===== src/rtl/riscv_dift_policy_csr.sv =====
// DIFT tag-policy CSR block: active/staged TPR and TCR, a drain-gated atomic commit,
// and capture of the first tag violation with a saturating overflow counter.
module riscv_dift_policy_csr #(
  parameter logic [11:0] TPR_ADDR   = 12'h7C0,
  parameter logic [11:0] TCR_ADDR   = 12'h7C1,
  parameter logic [11:0] VSTAT_ADDR = 12'h7C2,
  parameter logic [11:0] VPC_ADDR   = 12'h7C3,
  parameter logic [17:0] TPR_RESET  = 18'h0,
  parameter logic [22:0] TCR_RESET  = 23'h0,
  parameter int unsigned OVF_WIDTH  = 8
) (
  input  logic        clk,
  input  logic        rst,
  input  logic        csr_req_i,
  output logic        csr_gnt_o,
  input  logic [11:0] csr_addr_i,
  input  logic [1:0]  csr_op_i,
  input  logic [31:0] csr_wdata_i,
  output logic        csr_rvalid_o,
  output logic [31:0] csr_rdata_o,
  output logic        csr_err_o,
  input  logic        pipe_idle_i,
  output logic [17:0] tpr_o,
  output logic [22:0] tcr_o,
  output logic        policy_update_o,
  input  logic        chk_valid_i,
  input  logic [22:0] chk_violation_i,
  input  logic [31:0] chk_pc_i,
  output logic        exc_req_o,
  input  logic        exc_ack_i
);

  localparam logic [1:0]  CsrOpNone  = 2'd0;
  localparam logic [1:0]  CsrOpWrite = 2'd1;
  localparam logic [1:0]  CsrOpSet   = 2'd2;
  // Bit 14 of TPR is reserved and always stored as 0.
  localparam logic [17:0] TprMask    = 18'h3BFFF;

  typedef enum logic [0:0] {StIdle, StPending} state_e;

  state_e               state_q, state_d;
  logic [22:0]          shadow_q, shadow_d;
  logic                 tgt_tcr_q, tgt_tcr_d;
  logic [17:0]          tpr_q, tpr_d;
  logic [22:0]          tcr_q, tcr_d;
  logic                 upd_q, upd_d;
  logic                 rvalid_q, rvalid_d;
  logic [31:0]          rdata_q, rdata_d;
  logic                 err_q, err_d;
  logic                 exc_q, exc_d;
  logic [4:0]           cause_q, cause_d;
  logic [31:0]          vpc_q, vpc_d;
  logic [OVF_WIDTH-1:0] ovf_q, ovf_d;

  logic        accept, wr, is_tpr, is_tcr, is_vstat, is_vpc;
  logic [31:0] old_val, new_val;
  logic [22:0] masked;
  logic        hit;
  logic [4:0]  first_idx;

  always_comb begin
    state_d   = state_q;
    shadow_d  = shadow_q;
    tgt_tcr_d = tgt_tcr_q;
    tpr_d     = tpr_q;
    tcr_d     = tcr_q;
    upd_d     = 1'b0;
    rvalid_d  = 1'b0;
    rdata_d   = '0;
    err_d     = 1'b0;
    exc_d     = exc_q;
    cause_d   = cause_q;
    vpc_d     = vpc_q;
    ovf_d     = ovf_q;

    accept   = csr_req_i & (state_q == StIdle);
    wr       = (csr_op_i != CsrOpNone);
    is_tpr   = (csr_addr_i == TPR_ADDR);
    is_tcr   = (csr_addr_i == TCR_ADDR);
    is_vstat = (csr_addr_i == VSTAT_ADDR);
    is_vpc   = (csr_addr_i == VPC_ADDR);

    old_val = '0;
    if (is_tpr)        old_val = 32'(tpr_q);
    else if (is_tcr)   old_val = 32'(tcr_q);
    else if (is_vstat) old_val = 32'({ovf_q, 2'b00, exc_q, cause_q});
    else if (is_vpc)   old_val = vpc_q;

    if (csr_op_i == CsrOpWrite)    new_val = csr_wdata_i;
    else if (csr_op_i == CsrOpSet) new_val = old_val | csr_wdata_i;
    else                           new_val = old_val & ~csr_wdata_i;

    if (accept) begin
      rvalid_d = 1'b1;
      if ((is_tpr || is_tcr || is_vstat || is_vpc) && !(is_vpc && wr)) rdata_d = old_val;
      else                                                              err_d   = 1'b1;
    end

    unique case (state_q)
      StIdle: begin
        if (accept && wr && (is_tpr || is_tcr)) begin
          shadow_d  = is_tpr ? {5'b0, new_val[17:0] & TprMask} : new_val[22:0];
          tgt_tcr_d = is_tcr;
          state_d   = StPending;
        end
      end
      StPending: begin
        if (pipe_idle_i) begin
          if (tgt_tcr_q) tcr_d = shadow_q;
          else           tpr_d = shadow_q[17:0];
          upd_d   = 1'b1;
          state_d = StIdle;
        end
      end
      default: state_d = StIdle;
    endcase

    // The violation mask always uses the currently active TCR.
    masked    = chk_violation_i & tcr_q;
    hit       = chk_valid_i & (|masked);
    first_idx = '0;
    for (int i = 22; i >= 0; i--) begin
      if (masked[i]) first_idx = 5'(i);
    end

    if (hit && (!exc_q || exc_ack_i)) begin
      cause_d = first_idx;
      vpc_d   = chk_pc_i;
      exc_d   = 1'b1;
    end else if (hit) begin
      if (ovf_q != {OVF_WIDTH{1'b1}}) ovf_d = ovf_q + OVF_WIDTH'(1);
    end else if (exc_ack_i) begin
      exc_d = 1'b0;
    end

    if (accept && wr && is_vstat) ovf_d = '0;
  end

  always_ff @(posedge clk) begin
    if (rst) begin
      state_q   <= StIdle;
      shadow_q  <= '0;
      tgt_tcr_q <= 1'b0;
      tpr_q     <= TPR_RESET;
      tcr_q     <= TCR_RESET;
      upd_q     <= 1'b0;
      rvalid_q  <= 1'b0;
      rdata_q   <= '0;
      err_q     <= 1'b0;
      exc_q     <= 1'b0;
      cause_q   <= '0;
      vpc_q     <= '0;
      ovf_q     <= '0;
    end else begin
      state_q   <= state_d;
      shadow_q  <= shadow_d;
      tgt_tcr_q <= tgt_tcr_d;
      tpr_q     <= tpr_d;
      tcr_q     <= tcr_d;
      upd_q     <= upd_d;
      rvalid_q  <= rvalid_d;
      rdata_q   <= rdata_d;
      err_q     <= err_d;
      exc_q     <= exc_d;
      cause_q   <= cause_d;
      vpc_q     <= vpc_d;
      ovf_q     <= ovf_d;
    end
  end

  assign csr_gnt_o       = (state_q == StIdle);
  assign csr_rvalid_o    = rvalid_q;
  assign csr_rdata_o     = rdata_q;
  assign csr_err_o       = err_q;
  assign tpr_o           = tpr_q;
  assign tcr_o           = tcr_q;
  assign policy_update_o = upd_q;
  assign exc_req_o       = exc_q;

endmodule


===== config.mk =====
export PLATFORM = sky130hd
export DESIGN_NAME = riscv_dift_policy_csr
export DESIGN_NICKNAME = d
export VERILOG_FILES = /design/src/rtl/riscv_dift_policy_csr.sv
export SDC_FILE = /design/constraint.sdc
export NUM_CORES = 1
export LEC_CHECK = 0
export CORE_UTILIZATION = 44
export CTS_CLUSTER_DIAMETER = 80
export DETAILED_ROUTE_END_ITERATION = 6
export HOLD_SLACK_MARGIN = 0.03
export PLACE_DENSITY = 0.85
export SYNTH_ARGS = -nofsm -noshare
export SYNTH_HDL_FRONTEND = slang
export SYNTH_SLANG_ARGS = --single-unit

===== constraint.sdc =====
create_clock -name clk -period 1.79 [get_ports clk]
set_input_delay 0.358 -clock clk [delete_from_list [all_inputs] [get_ports clk]]
set_output_delay 0.358 -clock clk [all_outputs]
set_load 0.02 [all_outputs]

==> impl_results.html <==
<table>
<tr><th>Metric</th><th>Value</th></tr>
<tr><th colspan="2">Synthesis</th></tr>
<tr><td>Primary FF master, synth</td><td>sky130_fd_sc_hd__dfxtp_1</td></tr>
<tr><td>Number of enable flip-flop cells after synthesis</td><td>0</td></tr>
<tr><td>Share of flip-flops with an asynchronous set or reset</td><td>0</td></tr>
<tr><td>Post-Syn Area per Cell</td><td>9.06 um^2</td></tr>
<tr><td>Synth Net Count</td><td>857</td></tr>
<tr><td>Cell taking the most area after synthesis</td><td>sky130_fd_sc_hd__dfxtp_1</td></tr>
<tr><td>Commonest cells post-synth</td><td>sky130_fd_sc_hd__dfxtp_1, sky130_fd_sc_hd__nand2_1, sky130_fd_sc_hd__nand2b_1</td></tr>
<tr><td>Sequential cell area fraction in the yosys report</td><td>0.434</td></tr>
<tr><td>Area share of the leading cell type in the synthesized netlist</td><td>0.434</td></tr>
<tr><td>Synth unique cells</td><td>51</td></tr>
<tr><td>Top post-synthesis cells by area</td><td>sky130_fd_sc_hd__dfxtp_1, sky130_fd_sc_hd__nand2_1, sky130_fd_sc_hd__nand2b_1</td></tr>
<tr><td>Flop and latch count out of synthesis</td><td>147</td></tr>
<tr><td>Most numerous cell in the Yosys netlist</td><td>sky130_fd_sc_hd__dfxtp_1</td></tr>
<tr><td>Syn Std Cell Area</td><td>0.00679 mm^2</td></tr>
<tr><td>Yosys warning count</td><td>0</td></tr>
<tr><td>Cell count after synthesis</td><td>749</td></tr>
<tr><th colspan="2">Global routing</th></tr>
<tr><td>Antenna violations before repair</td><td>3</td></tr>
<tr><td>Total Routing Usage GR</td><td>0.290</td></tr>
<tr><td>Total global routing overflow</td><td>0</td></tr>
<tr><td>Wire length of the first global-routing pass</td><td>35600 um</td></tr>
<tr><td>Number of global-route vias before repair</td><td>6780</td></tr>
<tr><td>Pin count of the biggest net entering global routing</td><td>100</td></tr>
<tr><th colspan="2">Die</th></tr>
<tr><td>Full die area</td><td>0.0159 mm^2</td></tr>
<tr><td>I/O pins</td><td>185</td></tr>
<tr><td>Row count</td><td>45</td></tr>
<tr><td>Horizontal die dimension</td><td>126 um</td></tr>
<tr><td>Height of the chip</td><td>126 um</td></tr>
<tr><td>Area of the core region</td><td>0.0151 mm^2</td></tr>
<tr><td>Starting density of the core</td><td>0.448</td></tr>
<tr><th colspan="2">Critical path</th></tr>
<tr><td>Critical path arrival</td><td>2.07 ns</td></tr>
<tr><td>Worst setup SP type</td><td>input port</td></tr>
<tr><td>Critical path fanouts, max</td><td>20</td></tr>
<tr><td>Launch instance of the worst register-to-register path</td><td>tcr_o[20]$_SDFFE_PP0P_</td></tr>
<tr><td>Delay of the slowest cell on the worst path</td><td>0.56 ns</td></tr>
<tr><td>Worst EP required</td><td>2.10 ns</td></tr>
<tr><td>Number of cells on the worst reg-to-reg path</td><td>8</td></tr>
<tr><td>Slowest library cell on the worst path</td><td>sky130_fd_sc_hd__or4_4</td></tr>
<tr><td>Type of the setup path with the least slack</td><td>input port to flip-flop</td></tr>
<tr><td>Critical path, cell by cell</td><td>clkdlybuf4s50_1, buf_12, buf_4, or4_4, buf_12, nand2_1, a21oi_1</td></tr>
<tr><td>Capture instance of the worst register-to-register path</td><td>vpc_q[18]$_SDFFE_PP0P_</td></tr>
<tr><td>Flop2flop setup slack</td><td>0.03 ns</td></tr>
<tr><td>Dominant delay contributor by cell family on the critical path</td><td>buffers and inverters</td></tr>
<tr><td>Worst Setup End Kind</td><td>flip-flop</td></tr>
<tr><td>Critical Path Most Common Cell</td><td>sky130_fd_sc_hd__buf_12</td></tr>
<tr><td>Crit path buf inv count</td><td>4</td></tr>
<tr><th colspan="2">Cells and area</th></tr>
<tr><td>Area of all placed cells without fillers</td><td>0.0104 mm^2</td></tr>
<tr><td>Area delta synth-&gt;final</td><td>53.9%</td></tr>
<tr><td>Number of nets in the layout</td><td>1125</td></tr>
<tr><td>Layout cells sized above 1</td><td>0.205</td></tr>
<tr><td>Final instance count without filler cells</td><td>1219</td></tr>
<tr><th colspan="2">Timing</th></tr>
<tr><td>Final setup vio count</td><td>0</td></tr>
<tr><td>Max Clock Freq</td><td>568 MHz</td></tr>
<tr><td>Final number of hold-violating endpoints</td><td>0</td></tr>
<tr><td>Min setup slack post-route</td><td>0.0295 ns</td></tr>
<tr><td>Remaining max-slew budget at the tightest pin</td><td>0.723</td></tr>
<tr><td>Setup repair after global routing missed its margin</td><td>true</td></tr>
<tr><td>Slew at the pin with the worst max-slew slack</td><td>0.416 ns</td></tr>
<tr><td>Fin crit period</td><td>1.76 ns</td></tr>
<tr><td>Max Transition Viols Final</td><td>0</td></tr>
<tr><td>Setup TNS after final layout</td><td>0 ns</td></tr>
<tr><td>Worst Clk Skew</td><td>0.00773 ns</td></tr>
<tr><td>Period utilisation layout</td><td>0.984</td></tr>
<tr><th colspan="2">Route</th></tr>
<tr><td>Remaining number of nets flagged by the antenna check after routing</td><td>0</td></tr>
<tr><td>Number of remaining DRC errors</td><td>0</td></tr>
<tr><td>Wire per inst</td><td>19.1 um</td></tr>
<tr><td>Count of vias placed by the detailed router</td><td>7029</td></tr>
<tr><td>Total length of routed wires</td><td>23300 um</td></tr>
<tr><td>Via density per instance</td><td>5.77</td></tr>
<tr><td>Number of iterations in the first detailed-routing pass</td><td>5</td></tr>
<tr><td>Initial DRC Count</td><td>718</td></tr>
<tr><th colspan="2">CTS</th></tr>
<tr><td>Worst-path clk slew</td><td>0.06 ns</td></tr>
<tr><td>Cts hold-fix bufs</td><td>0</td></tr>
<tr><td>Clock Path Buffers</td><td>2</td></tr>
<tr><td>Worst-skew pair later-pin latency</td><td>0.43 ns</td></tr>
<tr><td>Clock tree sinks</td><td>147</td></tr>
<tr><td>H-tree levels</td><td>4</td></tr>
<tr><td>Clock tree from TritonCTS</td><td>built</td></tr>
<tr><td>Root Buffer</td><td>sky130_fd_sc_hd__clkbuf_16</td></tr>
<tr><td>Number of buffers created by CTS</td><td>17</td></tr>
<tr><th colspan="2">Min path</th></tr>
<tr><td>Worst min-delay path class</td><td>input port to flip-flop</td></tr>
<tr><td>Worst Hold Launch</td><td>rst</td></tr>
<tr><td>Hold Path End</td><td>tcr_o[1]$_SDFFE_PP0P_</td></tr>
<tr><td>Depth of the worst hold-timing path</td><td>2</td></tr>
<tr><th colspan="2">Power</th></tr>
<tr><td>Total Power</td><td>7470 uW</td></tr>
<tr><td>Share of power burned in the clock network</td><td>0.479</td></tr>
<tr><td>Fraction of power consumed by sequential logic</td><td>0.438</td></tr>
<tr><td>Worst voltage drop across the vdd grid</td><td>0.648 mV</td></tr>
<tr><td>Pleak</td><td>0.00412 uW</td></tr>
<tr><td>Power density of the placed cells</td><td>716 mW/mm^2</td></tr>
<tr><td>Net Sw Power</td><td>1620 uW</td></tr>
<tr><td>Internal power contribution</td><td>5850 uW</td></tr>
<tr><td>Gate power share</td><td>0.083</td></tr>
<tr><td>Switch share</td><td>0.217</td></tr>
<tr><th colspan="2">Flow run</th></tr>
<tr><td>Max Cap Viol</td><td>0</td></tr>
<tr><th colspan="2">Place</th></tr>
<tr><td>Count of buffers from port buffering</td><td>175</td></tr>
<tr><td>Inst Count DP</td><td>1176</td></tr>
<tr><td>Dpl hpwl</td><td>16200 um</td></tr>
<tr><td>Placed inst area</td><td>0.00952 mm^2</td></tr>
<tr><td>Worst slack at placement</td><td>-0.559 ns</td></tr>
<tr><td>Placer congestion estimate</td><td>0.945</td></tr>
<tr><th colspan="2">Run status</th></tr>
<tr><td>Status</td><td>finished, final reports clean</td></tr>
</table>
## metal layers
metal  vias to the layer above  global-route usage  part of all wire
li1                       3211                   -                 -
met1                      3277               0.377              0.39
met2                       448               0.447              0.46
met3                        93              0.0748              0.10
met4                         0               0.140             0.042
met5                         -                   0                 0
## cells in the final DEF (no fill, tap or decap), types with 10 or more instances in the layout
cell / instances
sky130_fd_sc_hd__clkdlybuf4s50_1: 121
sky130_fd_sc_hd__clkbuf_16: 19
sky130_fd_sc_hd__nor2_1: 11
sky130_fd_sc_hd__xnor2_1: 18
sky130_fd_sc_hd__dfxtp_1: 145
sky130_fd_sc_hd__and2_1: 16
sky130_fd_sc_hd__buf_4: 107
sky130_fd_sc_hd__nand2b_1: 76
sky130_fd_sc_hd__a21oi_1: 69
sky130_fd_sc_hd__dlygate4sd2_1: 34
sky130_fd_sc_hd__nand2_1: 126
sky130_fd_sc_hd__mux2i_1: 39
sky130_fd_sc_hd__o211ai_1: 12
sky130_fd_sc_hd__dlymetal6s2s_1: 19
sky130_fd_sc_hd__a22oi_1: 25
sky130_fd_sc_hd__nor3_1: 10
sky130_fd_sc_hd__nor2b_1: 10
sky130_fd_sc_hd__mux4_2: 14
## layout make-up
cell class / instances / area (um^2)
Tap cell: 188 / 235
Timing Repair Buffer: 300 / 2870
Clock buffer: 22 / 454
Sequential cell: 147 / 2950
Antenna cell: 2 / 5.00
Multi-Input combinational cell: 548 / 3790
Inverter: 3 / 11.3
Fill cell: 1109 / 4700
Clock inverter: 9 / 131
## state kept, by name, summed over array words and instances (netlist names)
register,count
csr_err_o,1
shadow_q,23
exc_req_o,1
state_q,1
csr_rvalid_o,1
policy_update_o,1
ovf_q,8
tcr_o,23
csr_rdata_o,32
cause_q,5
vpc_q,32
tpr_o,18
tgt_tcr_q,1
## through the flow
stage / hold WS [ns] / utilization
global route: 0.192 / 0.690
finish: 0.215 / 0.690
global placement: 0.437 / 0.629
CTS: 0.192 / 0.671
detailed placement: 0.453 / 0.629
floorplan: 0.431 / -
## kinds of logic after synthesis
kind of cell,count (synthesis),synth area share
simple gates,300,0.229
compound gates,172,0.166
flops,147,0.434
mux,57,0.111
buf+inv,54,0.0359
xor+xnor,18,0.0232
fa+ha+maj,1,0.00184
## worst max path at each step
stage                               end  slack, ns                    from  cells past startpoint
3_3_place_gp      ovf_q[5]$_SDFFE_PP0P_      -0.53      chk_violation_i[5]                      7
3_5_place_dp      ovf_q[5]$_SDFFE_PP0P_      -0.56      chk_violation_i[7]                      7
2_1_floorplan     ovf_q[5]$_SDFFE_PP0P_      -0.03  tcr_o[20]$_SDFFE_PP0P_                      7
6_report       shadow_q[7]$_SDFFE_PP0P_       0.03           csr_addr_i[1]                      7
4_1_cts           ovf_q[7]$_SDFFE_PP0P_      -0.01   ovf_q[0]$_SDFFE_PP0P_                      7
5_1_grt           vpc_q[7]$_SDFFE_PP0P_      -0.08  tcr_o[20]$_SDFFE_PP0P_                      8
## timing repair
item | CTS | global route
endpoints found under the hold margin | 0 | 0
setup endpoints to repair | 67 | 74
gates cloned | 2 | 4
pin swaps | 5 | 13
gates resized for setup | 50 | 54
setup buffers | 3 | 1
## power by group through the flow
stage                     Sequential, uW  Clock (uW)  Combinational (uW)
after floorplan                     3350           0                 229
after CTS                           3280        3600                 600
after global routing                3270        3770                 661
final                               3270        3580                 617
after global placement              3350           0                 587
after detailed placement            3350           0                 597
Note: power is estimated with default switching activity, not from simulation.
